`config.mk`:
```
export PLATFORM = sky130hd
export DESIGN_NAME = game_fx_sequencer
export DESIGN_NICKNAME = d
export VERILOG_FILES = /design/src/rtl/game_fx_sequencer.sv
export SDC_FILE = /design/constraint.sdc
export NUM_CORES = 1
export LEC_CHECK = 0
export BUFFER_PORTS_ARGS = -buffer_cell sky130_fd_sc_hd__clkbuf_2
export CORE_MARGIN = 4
export CORE_UTILIZATION = 60
export CTS_CLUSTER_SIZE = 10
export DETAILED_ROUTE_END_ITERATION = 8
export PLACE_DENSITY = 0.8
export RECOVER_POWER = 50
export SYNTH_ARGS = -nofsm -noshare
export SYNTH_HDL_FRONTEND = slang
export SYNTH_SLANG_ARGS = --single-unit
```
`constraint.sdc`:
```
create_clock -name Clk -period 4.5 [get_ports Clk]
set_clock_uncertainty 0.2 [all_clocks]
set_input_delay 1.125 -clock Clk [delete_from_list [all_inputs] [get_ports Clk]]
set_output_delay 1.125 -clock Clk [all_outputs]
set_load 0.02 [all_outputs]
```
`src/rtl/game_fx_sequencer.sv`:
```
// Frame-synchronous effects sequencer: rotation, HSL offsets, wall strobes and
// colour inversion, all advanced once per VGA frame on the rising edge of VGA_VS.
//
// mode   | meaning
// -------+-------------------------------------------------------------
// M_IDLE | attract loop: fixed-rate spin, hue drift, full sat/lum
// M_PLAY | gameplay: levelled spin with reversals, lum pulse, walls, invert
// M_OVER | game over: motion frozen, saturation and luminance fade to 0
module game_fx_sequencer #(
    parameter int ROT_W            = 10,
    parameter int HUE_W            = 6,
    parameter int SL_W             = 5,
    parameter int LVL_W            = 3,
    parameter int ROT_BASE         = 2,
    parameter int ROT_STEP         = 1,
    parameter int REV_FRAMES       = 120,
    parameter int FRAMES_PER_LEVEL = 600,
    parameter int WALL_DIV         = 4,
    parameter int HUE_DIV          = 2,
    parameter int LUM_MIN          = 16,
    parameter int INVERT_LEVEL     = 3,
    parameter int INVERT_PERIOD    = 60
) (
    input  logic             Clk,
    input  logic             Reset_h,
    input  logic             VGA_VS,
    input  logic [2:0]       State,
    output logic [ROT_W-1:0] rotation_offset,
    output logic [HUE_W-1:0] Hue_offset,
    output logic [SL_W-1:0]  Saturation_offset,
    output logic [SL_W-1:0]  Luminance_offset,
    output logic             move_walls,
    output logic             invert_colors,
    output logic [LVL_W-1:0] level
);

    localparam int REV_CW = $clog2(REV_FRAMES + 1);
    localparam int LVL_CW = $clog2(FRAMES_PER_LEVEL + 1);
    localparam int WAL_CW = $clog2(WALL_DIV + 1);
    localparam int HUE_CW = $clog2(HUE_DIV + 1);
    localparam int INV_CW = $clog2(INVERT_PERIOD + 1);
    localparam logic [SL_W-1:0] LUM_LO = SL_W'(LUM_MIN);

    typedef enum logic [1:0] {M_IDLE = 2'd0, M_PLAY = 2'd1, M_OVER = 2'd2} mode_t;

    mode_t             mode, mode_nxt;
    logic              vs_q, tick, enter_play;
    logic              dir_neg, lum_up;
    logic [REV_CW-1:0] rev_cnt;
    logic [LVL_CW-1:0] lvl_cnt;
    logic [WAL_CW-1:0] wall_cnt;
    logic [HUE_CW-1:0] hue_cnt;
    logic [INV_CW-1:0] inv_cnt;
    logic [ROT_W-1:0]  step;

    always_ff @(posedge Clk or posedge Reset_h) begin
        if (Reset_h) mode <= M_IDLE;
        else         mode <= mode_nxt;
    end

    always_comb begin
        mode_nxt = M_IDLE;
        case (State)
            3'd1:    mode_nxt = M_PLAY;
            3'd2:    mode_nxt = M_OVER;
            default: mode_nxt = M_IDLE;
        endcase
    end

    assign tick       = VGA_VS & ~vs_q;
    assign enter_play = (mode_nxt == M_PLAY) && (mode != M_PLAY);
    assign step       = ROT_W'(ROT_BASE) + ROT_W'(level) * ROT_W'(ROT_STEP);

    // Behaviour keys off the decoded State so a mode change and its effects land on the same edge.
    always_ff @(posedge Clk or posedge Reset_h) begin
        if (Reset_h) begin
            vs_q              <= 1'b1;
            rotation_offset   <= '0;
            Hue_offset        <= '0;
            Saturation_offset <= '1;
            Luminance_offset  <= '1;
            move_walls        <= 1'b0;
            invert_colors     <= 1'b0;
            level             <= '0;
            dir_neg           <= 1'b0;
            lum_up            <= 1'b0;
            rev_cnt           <= '0;
            lvl_cnt           <= '0;
            wall_cnt          <= '0;
            hue_cnt           <= '0;
            inv_cnt           <= '0;
        end else begin
            vs_q       <= VGA_VS;
            move_walls <= 1'b0;
            if (enter_play) begin
                level             <= '0;
                rev_cnt           <= '0;
                lvl_cnt           <= '0;
                wall_cnt          <= '0;
                hue_cnt           <= '0;
                inv_cnt           <= '0;
                invert_colors     <= 1'b0;
                dir_neg           <= 1'b0;
                lum_up            <= 1'b0;
                Saturation_offset <= '1;
                Luminance_offset  <= '1;
            end else if (tick) begin
                if (mode_nxt != M_OVER) begin
                    if (hue_cnt == HUE_CW'(HUE_DIV - 1)) begin
                        hue_cnt    <= '0;
                        Hue_offset <= Hue_offset + 1'b1;
                    end else begin
                        hue_cnt <= hue_cnt + 1'b1;
                    end
                end
                case (mode_nxt)
                    M_PLAY: begin
                        rotation_offset <= dir_neg ? rotation_offset - step : rotation_offset + step;
                        if (rev_cnt == REV_CW'(REV_FRAMES - 1)) begin
                            rev_cnt <= '0;
                            dir_neg <= ~dir_neg;
                        end else begin
                            rev_cnt <= rev_cnt + 1'b1;
                        end
                        if (lum_up) begin
                            if (Luminance_offset == '1) begin
                                lum_up           <= 1'b0;
                                Luminance_offset <= Luminance_offset - 1'b1;
                            end else begin
                                Luminance_offset <= Luminance_offset + 1'b1;
                            end
                        end else begin
                            if (Luminance_offset <= LUM_LO) begin
                                lum_up           <= 1'b1;
                                Luminance_offset <= Luminance_offset + 1'b1;
                            end else begin
                                Luminance_offset <= Luminance_offset - 1'b1;
                            end
                        end
                        if (wall_cnt == WAL_CW'(WALL_DIV - 1)) begin
                            wall_cnt   <= '0;
                            move_walls <= 1'b1;
                        end else begin
                            wall_cnt <= wall_cnt + 1'b1;
                        end
                        if (lvl_cnt == LVL_CW'(FRAMES_PER_LEVEL - 1)) begin
                            lvl_cnt <= '0;
                            if (level != '1) level <= level + 1'b1;
                        end else begin
                            lvl_cnt <= lvl_cnt + 1'b1;
                        end
                        if (level >= LVL_W'(INVERT_LEVEL)) begin
                            if (inv_cnt == INV_CW'(INVERT_PERIOD - 1)) begin
                                inv_cnt       <= '0;
                                invert_colors <= ~invert_colors;
                            end else begin
                                inv_cnt <= inv_cnt + 1'b1;
                            end
                        end
                    end
                    M_OVER: begin
                        if (Saturation_offset != '0) Saturation_offset <= Saturation_offset - 1'b1;
                        if (Luminance_offset != '0)  Luminance_offset  <= Luminance_offset - 1'b1;
                    end
                    default: begin
                        rotation_offset   <= rotation_offset + ROT_W'(ROT_BASE);
                        Saturation_offset <= '1;
                        Luminance_offset  <= '1;
                    end
                endcase
            end
            if (mode_nxt == M_IDLE) invert_colors <= 1'b0;
        end
    end

endmodule

```
==> results_dict.tcl, run 1 <==
set metrics [dict create \
    synth_top_family_by_area "simple AND/OR/NAND/NOR gates" \
    cap_viol_max_count 1 \
    dpl_worst_slack_ns 0.7142 \
    synth_adder_area_share 0.1065 \
    cp_data_required_time_ns 4.54 \
    max_freq_ghz 0.2903 \
    cts_setup_buffers 0 \
    ios 37 \
    synth_warnings 0 \
    cp-end-kind "flop" \
    final_cell_mix "dfrtp_1, nand2_1, nor2_1" \
    syn_area_sq_um 4065 \
    synth-seq-cells 64 \
    synth-compound-area-share 0.1985 \
    initial_core_util 0.6294 \
    worstPathArrival_ns 3.48 \
    cts_sinks 64 \
    cts_tree "yes" \
    area_growth_syn_to_layout_pct 10.34 \
    fin_crit_ns 3.445 \
    hold_viol 0 \
    synth_fp_nets 487 \
    muxShareOfSynthArea 0.008002 \
    yosysSeqAreaShare 0.3974 \
    cts_made_buffers 9 \
    synthDistinctLibCells 59 \
    synthCells 447 \
    core_sq_um 6459 \
    synth_ff_type "dfrtp_1" \
    grt_setup_unrepaired "false" \
    dieHeight_um 90.31 \
    ir_worst_vdd_mv 0.1886 \
    vias 3525 \
    cts.clk_slew.worst_paths_ns 0.07 \
    grt_max_degree 43 \
    layout-drive-gt1-share 0.1240 \
    drc 0 \
    hold_path_class "reg -> reg" \
    worst_slew_pin_slew_ns 1.570 \
    antenna_found_initial 0 \
    fin_nets 528 \
    gr-total-overflow 0 \
    async_flop_share 1.000 \
    die_w_um 90.31 \
    clock-root-buffer "clkbuf_8" \
    first_iter_violations 179 \
    hpwl_mm 6.479 \
    maxSlewViolCount 43 \
    layout.cells.most_common "dfrtp_1" \
    place_congestion 0.8828 \
    static-leakage-power_uw 0.001991 \
    avgSynthCellArea_sq_um 9.094 \
    nFillCells 534 \
    slew_headroom -0.04772 \
    fin_util 0.6945 \
    path_max_fanout 14 \
    synth_edf_count 0 \
    insertion_delay_ns 0.34 \
    status "finished with violations" \
    grt_usage 0.2290 \
    startpoint_type "primary input" \
    fin_crit_sh 0.7655 \
    cellPowerDensity_nw_per_um2 370.6 \
    totalNegativeSetupSlack_ns 0 \
    routed_wl_mm 9.031 \
    yosys.area_share.simple 0.2096 \
    crit_type "in -> reg" \
    wire_per_inst_um 15.87 \
    io_buffers 36 \
    synthXorXnorAreaFrac 0.04524 \
    min_delay_path_depth 1 \
    ctsResizeCount 0 \
    htreeDepth 3 \
    cts_hold_buf 0 \
    ant_nets 0 \
    antenna_cells 0 \
    setup_violations 0 \
    worst_r2r_path_depth 11 \
    clock_path_buffers 2 \
    violations "capacitance limit, slew limit" \
    fin_ws_ns 1.055 \
    first_global_vias 3273 \
    floorplan.die_area_sq_um 8156 \
    rows 29 \
    grt_first_pass_wirelength_mm 15.53 \
    viasPerCell 6.195 \
    first_pass_iters 5 \
]
[where the power goes]
group,switching (uW),leakage [uW],internal [uW]
registers,91.4,0.000826,650
clock network,220,0.0000850,209
logic,287,0.00108,204
[cell type report]
cell class / count / area, sq um / share of cell area
timing repair buffer: 44 / 219.0 / 0.04881
clock buffer: 11 / 141.4 / 0.03152
multi-input combinational: 347 / 2308 / 0.5146
inverter: 22 / 82.58 / 0.01841
clock inverter: 4 / 22.52 / 0.005021
tap: 77 / 96.34 / 0.02148
sequential: 64 / 1615 / 0.3601
[synth_stat cells, types with 11 or more instances]
cell      n  share of area
a21oi_1  26          0.032
dfrtp_1  53           0.33
dfstp_2  11          0.071
ha_1     33           0.10
inv_1    22          0.020
nand2_1  46          0.042
nand3_1  20          0.025
nor2_1   36          0.033
o21ai_0  33          0.041
xnor2_1  12          0.026
[state kept, by name, summed over array words and instances (netlist names), 2 cells and up]
name               count
lvl_cnt               10
rotation_offset       10
rev_cnt                7
Hue_offset             6
inv_cnt                6
Luminance_offset       5
Saturation_offset      5
level                  3
wall_cnt               3
hue_cnt                2
mode                   2
[worst paths after layout]
check	startpoint	end	slack [ns]
setup reg to reg	level[1]	rotation_offset[7]	1.42
hold / removal	Hue_offset[5]	Hue_offset[5]	0.27
max in group asynchronous	Reset_h	rotation_offset[1]	1.18
setup / recovery	State[1]	level[0]	1.06
hold reg to reg	Hue_offset[5]	Hue_offset[5]	0.27
min in group asynchronous	Reset_h	inv_cnt[0]	1.03
[logic make-up (layout without fill, tap and decap cells)]
group | count (synthesis) | in the layout
XOR/XNOR | 21 | 21
AND/OR/NAND/NOR | 167 | 167
buffers and inverters | 36 | 81
adder cells (fa/ha/maj) | 34 | 34
AO/OA/AOI/OAI | 122 | 122
multiplexers | 3 | 3
flip-flops | 64 | 64
[critical path, cell delays in order]
cell and delay [ns]:
clkbuf_1 0.10, nor3b_1 0.34, ha_1 0.23, and2_0 0.13, buf_4 0.19, o21ai_0 0.34, a21oi_1 0.61, nand2_1 0.19
a21o_1 0.22
[layer usage]
layer  part of all wire  track usage  up-vias
met3              0.053      0.03833       11
met5                  0            0        -
met1               0.45       0.3020     1679
met2               0.49       0.3839      114
met4              0.012      0.07526        0
li1                   -            -     1721
[stage by stage]
stage / power (uW) / hold slack [ns] / instances / cell area (sq um)
after floorplan: 1108 / 0.2456 / 447 / 4065
after global placement: 1223 / 0.2682 / 554 / 4343
after detailed placement: 1242 / 0.2746 / 554 / 4343
after CTS: 1674 / 0.2838 / 569 / 4507
after global routing: 1776 / 0.3004 / 569 / 4486
final: 1662 / 0.2719 / 569 / 4486
(Power assumes the default switching activity.)
==> run 2: changes to the inputs <==
--- a/config.mk
+++ b/config.mk
@@ -7,10 +7,10 @@
 export LEC_CHECK = 0
 export BUFFER_PORTS_ARGS = -buffer_cell sky130_fd_sc_hd__clkbuf_2
 export CORE_MARGIN = 4
-export CORE_UTILIZATION = 60
+export CORE_UTILIZATION = 54
 export CTS_CLUSTER_SIZE = 10
 export DETAILED_ROUTE_END_ITERATION = 8
-export PLACE_DENSITY = 0.8
+export PLACE_DENSITY = 0.76
 export RECOVER_POWER = 50
 export SYNTH_ARGS = -nofsm -noshare
 export SYNTH_HDL_FRONTEND = slang
==> constraint.sdc (replaced) <==
create_clock -name Clk -period 3.1 [get_ports Clk]
set_clock_uncertainty 0.2 [all_clocks]
set_input_delay 0.775 -clock Clk [delete_from_list [all_inputs] [get_ports Clk]]
set_output_delay 0.775 -clock Clk [all_outputs]
set_load 0.02 [all_outputs]
==> results_dict.tcl, run 2 (synthesis gave the netlist of run 1 again) <==
set metrics [dict create \
    cp_data_required_time_ns 3.14 \
    area_growth_syn_to_layout_pct 15.36 \
    totalNegativeSetupSlack_ns 0 \
    gr-total-overflow 0 \
    rows 31 \
    htreeDepth 3 \
    fin_ws_ns 0.1555 \
    first_global_vias 3416 \
    setup_violations 0 \
    fin_crit_sh 0.9498 \
    place_congestion 0.9029 \
    startpoint_type "flop" \
    wire_per_inst_um 15.13 \
    cap_viol_max_count 0 \
    slew_headroom 0.2401 \
    antenna_cells 0 \
    max_freq_ghz 0.3396 \
    initial_core_util 0.5575 \
    first_iter_violations 176 \
    grt_max_degree 29 \
    grt_first_pass_wirelength_mm 15.59 \
    vias 3540 \
    core_sq_um 7292 \
    crit_type "reg -> reg" \
    slowest_stage "dfrtp_1" \
    dieHeight_um 94.77 \
    layout-drive-gt1-share 0.1667 \
    static-leakage-power_uw 0.002087 \
    fin_nets 545 \
    hold_viol 0 \
    antenna_found_initial 0 \
    ios 37 \
    crit_chain "ha_1, nor2b_1, ha_1, mux2i_1, ha_1, and2_1, a221oi_2, nand2_1, a31oi_2, xor2_1, a21oi_1" \
    ctsResizeCount 0 \
    fin_crit_ns 2.945 \
    ant_nets 0 \
    final_cell_mix "dfrtp_1, nand2_1, nor2_1" \
    dpl_worst_slack_ns 0.09165 \
    final_cells 609 \
    grt_usage 0.2191 \
    cts_sinks 64 \
    first_pass_iters 5 \
    cts.clk_slew.worst_paths_ns 0.08 \
    worst_slew_pin_slew_ns 1.140 \
    clock_path_buffers 2 \
    placed_cells 593 \
    maxSlewViolCount 0 \
    floorplan.die_area_sq_um 8980 \
    cts_tree "yes" \
    clock-root-buffer "clkbuf_8" \
    insertion_delay_ns 0.35 \
    viasPerCell 5.813 \
    path_common_cell "ha_1" \
    cellPowerDensity_nw_per_um2 540.9 \
    hold_path_class "reg -> reg" \
    path_max_fanout 7 \
    io_buffers 36 \
    drc 0 \
    max_stage_delay_ns 0.45 \
    die_w_um 94.77 \
    cts_setup_buffers 0 \
    status "finished clean" \
    worstPathArrival_ns 2.98 \
    cts_made_buffers 9 \
    top_regs "lvl_cnt x10, rotation_offset x10, rev_cnt x7" \
    fin_hold_ws_ns 0.2709 \
    cts_hold_buf 0 \
    total_power_uw 2537 \
    hpwl_mm 6.802 \
    layout.cells.most_common "dfrtp_1" \
    ir_worst_vdd_mv 0.3941 \
    cp-end-kind "flop" \
    routed_wl_mm 9.213 \
]
run 2: cell count changes in the layout (fill, tap and decap cells not counted), moves of 2 or more:
cell,previous run,this run
buf_4,7,23
clkbuf_1,16,14
clkbuf_2,22,24
clkinv_4,0,2
run 2: area by class of cell:
cell class,instances,area [sq um]
clock inverters,7,72.57
fillers,620,2603
clock buffers,9,123.9
well taps,99,123.9
inverters,22,82.58
flip-flops and latches,64,1617
repair buffers,61,345.3
multi-input cells,347,2325
run 2: path summary, 6_finish.rpt:
check / start / end / slack (ns) / depth (start not counted)
max: level[2] / rotation_offset[7] / 0.16 / 11
min: Hue_offset[5] / Hue_offset[5] / 0.27 / 1
max reg2reg: level[2] / rotation_offset[7] / 0.16 / 11
min reg2reg: Hue_offset[5] / Hue_offset[5] / 0.27 / 1
max in group asynchronous: Reset_h / rotation_offset[7] / 0.61 / 3
min in group asynchronous: Reset_h / hue_cnt[1] / 0.49 / 2
run 2: stage by stage:
stage,utilization,instance area (sq um)
6_report,0.6431,4690
5_1_grt,0.6431,4690
4_1_cts,0.6438,4695
3_5_place_dp,0.6169,4498
3_3_place_gp,0.6169,4498
2_1_floorplan,-,4065
run 2: power breakdown:
group | internal [uW] | leakage (uW) | switching [uW]
combinational | 318 | 0.00117 | 429
sequential | 943 | 0.000825 | 127
clock | 371 | 0.0000952 | 349
total | 1630 | 0.00209 | 905
run 2: critical path: cells and delay by family, from the launching register on:
kind                     cells  cell delay [ns]
multiplexers                 1             0.17
AO/OA/AOI/OAI                3             0.59
XOR/XNOR                     1             0.16
adder cells (fa/ha/maj)      3             0.79
AND/OR/NAND/NOR              3             0.48
flip-flops                   1             0.45
run 2: metal layers:
layer | GRT usage | part of all wire
met2 | 0.3676 | 0.50
met3 | 0.03825 | 0.037
met4 | 0.08534 | 0.017
met5 | 0 | 0
met1 | 0.2808 | 0.45
==> run 3: changes to the inputs <==
--- a/config.mk
+++ b/config.mk
@@ -5,12 +5,14 @@
 export SDC_FILE = /design/constraint.sdc
 export NUM_CORES = 1
 export LEC_CHECK = 0
+export ABC_AREA = 1
 export BUFFER_PORTS_ARGS = -buffer_cell sky130_fd_sc_hd__clkbuf_2
+export CORE_ASPECT_RATIO = 0.5
 export CORE_MARGIN = 4
-export CORE_UTILIZATION = 54
+export CORE_UTILIZATION = 55
 export CTS_CLUSTER_SIZE = 10
 export DETAILED_ROUTE_END_ITERATION = 8
-export PLACE_DENSITY = 0.76
+export PLACE_DENSITY = 0.77
 export RECOVER_POWER = 50
 export SYNTH_ARGS = -nofsm -noshare
 export SYNTH_HDL_FRONTEND = slang
==> results_dict.tcl, run 3 <==
set metrics [dict create \
    status "finished clean" \
    totalNegativeSetupSlack_ns 0 \
    max_freq_ghz 0.3756 \
    maxSlewViolCount 0 \
    cpLargestDelayFamily "adder cells" \
    area_growth_syn_to_layout_pct 12.60 \
    yosys-top-cells-area "dfrtp_1, nand2_1, ha_1" \
    hold_viol 0 \
    dieHeight_um 70.73 \
    antenna_cells 0 \
    drc 0 \
    insertion_delay_ns 0.33 \
    grt_max_degree 26 \
    cellPowerDensity_nw_per_um2 681.5 \
    synth_commonest_cells "nand2_1, inv_1, dfrtp_1, nor2_1, nand3_1" \
    wire_per_inst_um 13.24 \
    final_area_sq_um 4873 \
    crit_chain "ha_1, inv_1, nor2_1, ha_1, o21ai_0, ha_1, nand2_1, inv_1, nand2_1, nand2_1, nand2_1, nand3_1, nand2_1, nand3_1, a21oi_1" \
    startpoint "level[1]" \
    antenna_found_initial 0 \
    avgSynthCellArea_sq_um 7.728 \
    core_sq_um 7487 \
    clock_path_buffers 2 \
    clock-root-buffer "clkbuf_16" \
    cts_made_buffers 9 \
    static-leakage-power_uw 0.002443 \
    timing.critical_path.buf_inv 2 \
    layout-drive-gt1-share 0.1266 \
    rows 22 \
    async_flop_share 1.000 \
    r2r-end "rotation_offset[9]" \
    min_delay_path_depth 1 \
    max_stage_delay_ns 0.48 \
    cts_tree "yes" \
    synth-seq-cells 64 \
    multiInputGateArea_sq_um 2306 \
    cts_sinks 64 \
    hold_path_class "reg -> reg" \
    cts_hold_buf 0 \
    viasPerCell 5.237 \
    r2r_setup_slack_ns 0.44 \
    yosysSeqAreaShare 0.3732 \
    hp-start "wall_cnt[2]" \
    grt_setup_unrepaired "false" \
    cp_data_required_time_ns 3.15 \
    grt_usage 0.2124 \
    synth_top_cell_by_area "dfrtp_1" \
    fin_nets 643 \
    seq_area_sq_um 1615 \
    fin_crit_sh 0.8589 \
    cts.clk_slew.worst_paths_ns 0.05 \
    hpwl_mm 6.927 \
    synth_fp_nets 600 \
    worst_slew_pin_slew_ns 1.297 \
    layout.cells.most_common "nand2_1" \
    synth_warnings 0 \
    synth_edf_count 0 \
    slew_headroom 0.1352 \
    dpl_worst_slack_ns 0.1812 \
    placed_area_sq_um 4612 \
    cp-end-kind "flop" \
    holdPathEnd "move_walls" \
    final_cell_mix "nand2_1, inv_1, dfrtp_1" \
    cts_setup_buffers 0 \
    io_buffers 36 \
    ctsResizeCount 0 \
    ios 37 \
    grt_first_pass_wirelength_mm 16.35 \
    path_max_fanout 9 \
    synthMostInstantiatedCell "nand2_1" \
    ir_worst_vdd_mv 0.3171 \
    startpoint_type "flop" \
    synth_ff_type "dfrtp_1" \
    path_common_cell "nand2_1" \
    worst_r2r_path_depth 15 \
    synthCells 560 \
    fin_crit_ns 2.663 \
    slowest_stage "dfrtp_1" \
    top_regs "lvl_cnt x10, rotation_offset x10, rev_cnt x7" \
    synthDistinctLibCells 46 \
    first_global_vias 3591 \
    setup_violations 0 \
    place_congestion 0.9482 \
    htreeDepth 3 \
    cap_viol_max_count 0 \
    crit_type "reg -> reg" \
    routed_wl_mm 9.477 \
    gr-total-overflow 0 \
    initial_core_util 0.5780 \
    first_iter_violations 245 \
    floorplan.die_area_sq_um 9438 \
    vias 3750 \
    critical_path.reg2reg.startpoint "level[1]" \
    syn_area_sq_um 4328 \
    first_pass_iters 6 \
    die_w_um 133.5 \
    yosysTopAreaCellShare 0.3064 \
    ant_nets 0 \
    worstPathArrival_ns 2.71 \
    fin_ws_ns 0.4374 \
    nFillCells 651 \
]
-- run 3: worst max-delay path by stage --
stage / endpoint / slack [ns] / cells after the start
4_1_cts: rotation_offset[9] / 0.45 / 15
3_3_place_gp: lvl_cnt[4] / 0.30 / 11
5_1_grt: wall_cnt[2] / 0.13 / 3
6_report: rotation_offset[9] / 0.44 / 15
3_5_place_dp: lvl_cnt[8] / 0.18 / 11
2_1_floorplan: Hue_offset[0] / 0.55 / 1
-- run 3: stage by stage --
step                      cells  power (uW)  utilization  hold slack (ns)
after floorplan             560        2057            -           0.2198
after global placement      700        2330       0.6160           0.2656
after detailed placement    700        2362       0.6160           0.2699
after CTS                   716        3346       0.6542           0.2525
after global routing        716        3558       0.6509           0.2785
final                       716        3321       0.6509           0.2790
-- run 3: layout make-up --
type | instances | share of cell area
Multi-Input combinational cell | 399 | 0.4732
Sequential cell | 64 | 0.3315
Inverter | 86 | 0.06624
Clock buffer | 14 | 0.05623
Timing Repair Buffer | 43 | 0.04262
Tap cell | 108 | 0.02773
Clock inverter | 2 | 0.002567
-- run 3: where the power goes --
group	switching, uW	internal, uW	total, uW
registers	189	1010	1200
clock network	354	605	959
logic	742	417	1160
total	1280	2040	3320
-- run 3: logic make-up after synthesis --
logic type                 synth area share
and+or+nand+nor                      0.2793
xor gates and xnor gates            0.03643
muxes                              0.005203
DFF                                  0.3732
buffers and inverters               0.09396
adders and majority gates            0.1000
AOI/OAI and AO/OA                    0.1119
-- run 3: per-layer routing --
layer  track usage  wire length (um)  vias to the layer above
li1              -                 -                     1911
met2        0.3528              4483                       65
met3       0.05540               439                        9
met1        0.2810              4467                     1765
met4       0.05359                87                        0
met5             0                 0                        -
